[src/rtl/multi_digit_counter.sv]
// N-digit radix-R up/down counter with step 1/2, wrap or saturate, programmable
// limit, parallel load and registered carry/borrow pulses for cascading.

module mdc_digit #(
    parameter int W     = 4,
    parameter int RADIX = 10
) (
    input  logic [W-1:0] a,
    input  logic [W-1:0] b,
    input  logic         sub,
    input  logic         cin,
    output logic [W-1:0] y,
    output logic         cout
);
    localparam logic [W+1:0] RAD = (W+2)'(RADIX);

    logic [W+1:0] aa, bb, t;

    always_comb begin
        aa = {2'b00, a};
        bb = {2'b00, b} + {{(W+1){1'b0}}, cin};
        if (!sub) begin
            t    = aa + bb;
            cout = (t >= RAD);
            if (cout) t = t - RAD;
        end else begin
            cout = (aa < bb);
            t    = cout ? (aa + RAD - bb) : (aa - bb);
        end
        y = W'(t);
    end
endmodule

module multi_digit_counter #(
    parameter int DIGITS = 4,
    parameter int W      = 4,
    parameter int RADIX  = 10
) (
    input  logic                  clk,
    input  logic                  rst_n,
    input  logic                  en,
    input  logic                  up,
    input  logic                  step2,
    input  logic                  wrap,
    input  logic                  load,
    input  logic [DIGITS*W-1:0]   load_val,
    input  logic                  max_en,
    input  logic [DIGITS*W-1:0]   max_val,
    output logic [DIGITS*W-1:0]   cnt_out,
    output logic                  carry_out,
    output logic                  borrow_out
);
    typedef logic [DIGITS-1:0][W-1:0] num_t;

    localparam logic [W-1:0] DMAX = W'(RADIX - 1);
    localparam num_t         ONE  = num_t'(1);
    // Radix 2 with one digit cannot represent a step of 2; it always overflows.
    localparam logic         TINY = (RADIX == 2) && (DIGITS == 1);

    num_t cnt, cnt_d, ld_raw, mx_raw, ld_s, mx_s, all_max, lim, stp;
    num_t sum, dif, lm1;
    logic [DIGITS:0] ac, sc, lc;
    logic carry_d, borrow_d, step_ovf;

    assign ld_raw = load_val;
    assign mx_raw = max_val;

    genvar i;
    generate
        for (i = 0; i < DIGITS; i++) begin : g_dig
            assign ld_s[i]    = (ld_raw[i] >= DMAX) ? DMAX : ld_raw[i];
            assign mx_s[i]    = (mx_raw[i] >= DMAX) ? DMAX : mx_raw[i];
            assign all_max[i] = DMAX;

            mdc_digit #(.W(W), .RADIX(RADIX)) u_add (
                .a(cnt[i]), .b(stp[i]), .sub(1'b0), .cin(ac[i]), .y(sum[i]), .cout(ac[i+1]));
            mdc_digit #(.W(W), .RADIX(RADIX)) u_sub (
                .a(cnt[i]), .b(stp[i]), .sub(1'b1), .cin(sc[i]), .y(dif[i]), .cout(sc[i+1]));
            mdc_digit #(.W(W), .RADIX(RADIX)) u_lm1 (
                .a(lim[i]), .b(ONE[i]), .sub(1'b1), .cin(lc[i]), .y(lm1[i]), .cout(lc[i+1]));
        end
    endgenerate

    assign ac[0]    = 1'b0;
    assign sc[0]    = 1'b0;
    assign lc[0]    = 1'b0;
    assign lim      = max_en ? mx_s : all_max;
    assign step_ovf = step2 & TINY;

    // Step expressed as radix digits: in radix 2 a step of 2 is "10".
    always_comb begin
        stp = '0;
        for (int k = 0; k < DIGITS; k++) begin
            if (k == 0)
                stp[k] = !step2 ? W'(1) : ((RADIX > 2) ? W'(2) : '0);
            else if (k == 1)
                stp[k] = W'(step2 && (RADIX == 2));
        end
    end

    // Wrap results use V <= L, so the overshoot past L is at most 2.
    always_comb begin
        cnt_d    = cnt;
        carry_d  = 1'b0;
        borrow_d = 1'b0;
        if (load) begin
            cnt_d = ld_s;
        end else if (max_en && (cnt > lim)) begin
            cnt_d = lim;
        end else if (en && up) begin
            if (!(ac[DIGITS] | step_ovf) && !(sum > lim)) begin
                cnt_d = sum;
            end else if (wrap) begin
                cnt_d   = (step2 && (cnt == lim) && (lim != '0)) ? ONE : '0;
                carry_d = 1'b1;
            end else begin
                cnt_d = lim;
            end
        end else if (en) begin
            if (!(sc[DIGITS] | step_ovf)) begin
                cnt_d = dif;
            end else if (wrap) begin
                cnt_d    = (!step2 || (cnt == ONE) || (lim == '0)) ? lim : lm1;
                borrow_d = 1'b1;
            end else begin
                cnt_d = '0;
            end
        end
    end

    always_ff @(posedge clk or negedge rst_n) begin
        if (!rst_n) begin
            cnt        <= '0;
            carry_out  <= 1'b0;
            borrow_out <= 1'b0;
        end else begin
            cnt        <= cnt_d;
            carry_out  <= carry_d;
            borrow_out <= borrow_d;
        end
    end

    assign cnt_out = cnt;
endmodule

[config.mk]
export PLATFORM = sky130hd
export DESIGN_NAME = multi_digit_counter
export DESIGN_NICKNAME = d
export VERILOG_FILES = /design/src/rtl/multi_digit_counter.sv
export SDC_FILE = /design/constraint.sdc
export NUM_CORES = 1
export LEC_CHECK = 0
export ABC_CLOCK_PERIOD_IN_PS = 22300
export CELL_PAD_IN_SITES_DETAIL_PLACEMENT = 1
export CELL_PAD_IN_SITES_GLOBAL_PLACEMENT = 1
export CORE_MARGIN = 4
export CORE_UTILIZATION = 46
export DETAILED_ROUTE_END_ITERATION = 12
export PLACE_DENSITY = 0.95
export SLEW_MARGIN = 15
export SYNTH_ARGS = -nofsm -noshare
export SYNTH_HDL_FRONTEND = slang
export SYNTH_SLANG_ARGS = --single-unit
[constraint.sdc]
create_clock -name clk -period 22.3 [get_ports clk]
set_input_delay 4.46 -clock clk [delete_from_list [all_inputs] [get_ports clk]]
set_output_delay 4.46 -clock clk [all_outputs]
set_load 0.01 [all_outputs]
==> metrics.txt <==
FFs w/ async S/R, synth=100.0%; Resized Gates After CTS=0; largest net degree at the start of global routing=23; Area Growth Syn to Fin=15.33%; first-pass GRT wire length=28.40 mm; Post-Route WL=18.27 mm; Tot GR Track Use=31.17%; Clock power frac=4.3%; Post-CTS Hold Buffers=0; YS warnings=0; sequential share of power=11.7%; Synth Register Bits=18; share of layout cells above drive strength 1=4.806%; Peak Freq=0.07122 GHz; core area=9729 um2; antenna violations before repair=0; Seq/Total Area, Yosys=9.817%; Detail Route Antenna Nets=0; fillers=1,241; sw frac=55.99%; Worst path max stage delay=720 ps; Post-Synthesis Cell Area=4588 um2; Initial DRT Pass Iterations=5; CP arrival=14,230 ps; total gr overflow=0; Die ar.=11,640 um2; top cell type's share of synthesized area=22.63%; Multi-input gate area=3767 um2; Register Area=450.4 um2; via count=5,138; cell mode on critical path=ha_1; CP Buf/Inv Count=9; Min-Delay Path Class=flip-flop to flip-flop; Worst Setup End Kind=flip-flop; Die Ht=107.9 um; Remaining DRCs=0; slowest cell on the critical path=clkdlybuf4s50_1; Core Util, Final=54.39%; cts bufs inserted=3; Critical Path Start Type=input port; # port buffers=57; htree depth=1; hpwl dp=14.19 mm; Root Driver=clkbuf_8; clock skew=6.434 ps; worst relative slew slack=15.70%; Leak=2.371 nW; final net count=772; final period utilization=62.96%; vias in the first global route=5,293; final-report hold violation count=0; io pins=58; setup_tns=0 ps; Cells after Synth=607; Avg Vias per Cell=6.604; Final setup violation count=0; Critical Path Fanout Max=19; CTS tree=built; unrepaired setup endpoints after global routing=no; WL per Instance=23.48 um; pwr dens=130.1 nW/um2; Req. time, crit path=22,490 ps; Peak VDD IR=0.00006156 V; min Tclk post-route=14,040 ps; status=finished, final reports clean; GP Congestion=0.9816; worst skew pair latency=270 ps; die width=107.9 um; WHS=721.8 ps; worst setup path class=input port to flip-flop; net switching power=0.3856 mW; Final Max Slew Viols=0; Syn Area/Cell=7.559 um2; Rows=36; ys flop type=dfrtp_1; worst-case clock buffer depth=2; starting density of the core=47.16%; Int Power=0.3031 mW; DP Area=5236 um2; CTS Sinks=18; postcts setup bufs=0; area leader, netlist=ha_1; 1st-iter DRT viols=456; post-route cell area=5291 um2; clock-pin slew on the worst setup and hold paths=90 ps; post-synthesis cell type count=73; actual slew at the worst max-slew pin=1248 ps; Ant. Diodes=0; CP delay by family, top=compound AO/OA/AOI/OAI gates; total of max-cap violations=0; EDFF count, synth=0; Comb pwr share=83.9%; synth top area cells=ha_1, dfrtp_1, inv_1; Post-Syn Nets=733
routing by layer:
layer / track usage, % / vias up / wire [um]
met4: 14.70 / 0 / 904
met5: 0 / - / 0
li1: - / 2326 / -
met3: 5.759 / 91 / 1570
met1: 38.99 / 2459 / 7410
met2: 51.47 / 262 / 8380
worst register-to-register path, delay by kind of cell, from the launching register on:
| kind | cells | cell delay [ps] |
|---|---|---|
| AO/OA/AOI/OAI | 13 | 3220 |
| adder cells (fa/ha/maj) | 12 | 3170 |
| AND/OR/NAND/NOR | 4 | 930 |
| flip-flops | 1 | 470 |
| XOR/XNOR | 3 | 840 |
| buffers and inverters | 7 | 750 |
stage by stage:
stage          instances  power (mW)  setup WS [ps]
2_1_floorplan        607      0.4633          10190
3_3_place_gp         774      0.5973           8987
3_5_place_dp         774      0.6366           8256
4_1_cts              778      0.6724           8444
5_1_grt              778      0.7380           7575
6_report             778      0.6886           8259
state kept, by name, indices dropped and copies added, names as in the netlist:
name        count
cnt_out        16
borrow_out      1
carry_out       1
power groups by stage:
stage / combinational (mW) / clock [mW] / sequential (mW)
after floorplan: 0.396 / 0 / 0.0675
after global placement: 0.519 / 0 / 0.0780
after detailed placement: 0.557 / 0 / 0.0791
after CTS: 0.564 / 0.0294 / 0.0789
after global routing: 0.625 / 0.0305 / 0.0829
final: 0.578 / 0.0298 / 0.0808
kinds of logic (layout without fill, tap and decap cells):
group | Yosys count | after routing | share of synthesized area, %
DFF | 18 | 18 | 9.817
AOI/OAI and AO/OA | 174 | 174 | 27.05
adders and majority gates | 86 | 86 | 23.94
and+or+nand+nor | 190 | 190 | 21.71
buffers and inverters | 94 | 132 | 8.345
muxes | 19 | 19 | 4.172
xor gates and xnor gates | 26 | 26 | 4.963
Yosys cell counts (all sizes together), types with 4 or more instances:
library cell  instances
nand3                 9
nor3b                 4
inv                  67
and4                  4
o211ai                8
o22ai                 4
ha                   83
mux2i                18
a31oi                19
a21o                  5
o32ai                 4
a211oi               19
a311o                 4
o21ai                32
and2                  8
nor4b                 4
and3                  8
dfrtp                18
a211o                 4
a21oi                27
a31o                  4
xor2                  6
xnor2                20
nor2b                 8
nor2                 42
nor3                 21
buf                   9
nand3b                9
nand2                46
clkbuf               18
nand4                12
nor4                  5
o21a                  8
area by class of cell:
| cell class | count | area share (%) |
|---|---|---|
| repair buffers | 61 | 11.35 |
| inverters | 67 | 4.753 |
| multi-input cells | 495 | 71.20 |
| well taps | 133 | 3.145 |
| clock buffers | 4 | 1.040 |
| flip-flops and latches | 18 | 8.513 |
worst paths after layout:
kind	start	endpoint	slack (ps)	cells after the start
max in group asynchronous	rst_n	cnt_out[2]$_DFFE_PN0P_	16930	1
setup / recovery	step2	cnt_out[4]$_DFFE_PN0P_	8260	41
min in group asynchronous	rst_n	cnt_out[11]$_DFFE_PN0P_	4750	1
setup reg to reg	cnt_out[0]$_DFFE_PN0P_	cnt_out[4]$_DFFE_PN0P_	12880	39
hold / removal	cnt_out[12]$_DFFE_PN0P_	cnt_out[12]$_DFFE_PN0P_	720	2
hold reg to reg	cnt_out[12]$_DFFE_PN0P_	cnt_out[12]$_DFFE_PN0P_	720	2
placed cells by master (no fill, tap or decap), types with 5 or more instances in the layout:
master	netlist	final
mux2i_1	18	18
dfrtp_1	18	18
nor2_1	40	40
nand3_1	9	9
a31oi_1	19	17
xor2_1	6	6
nor4_1	5	5
o211ai_1	8	8
nor3_1	21	21
xnor2_1	20	20
nand3b_1	9	9
nand4_1	12	12
ha_1	83	83
o21ai_0	29	29
inv_1	67	67
and2_1	7	7
a21o_1	5	5
a21oi_1	27	27
o21a_1	8	8
nor2b_1	8	8
a211oi_1	19	19
clkdlybuf4s50_1	0	57
nand2_1	45	45
and3_1	8	8
Power figures use the tool's default switching activity.
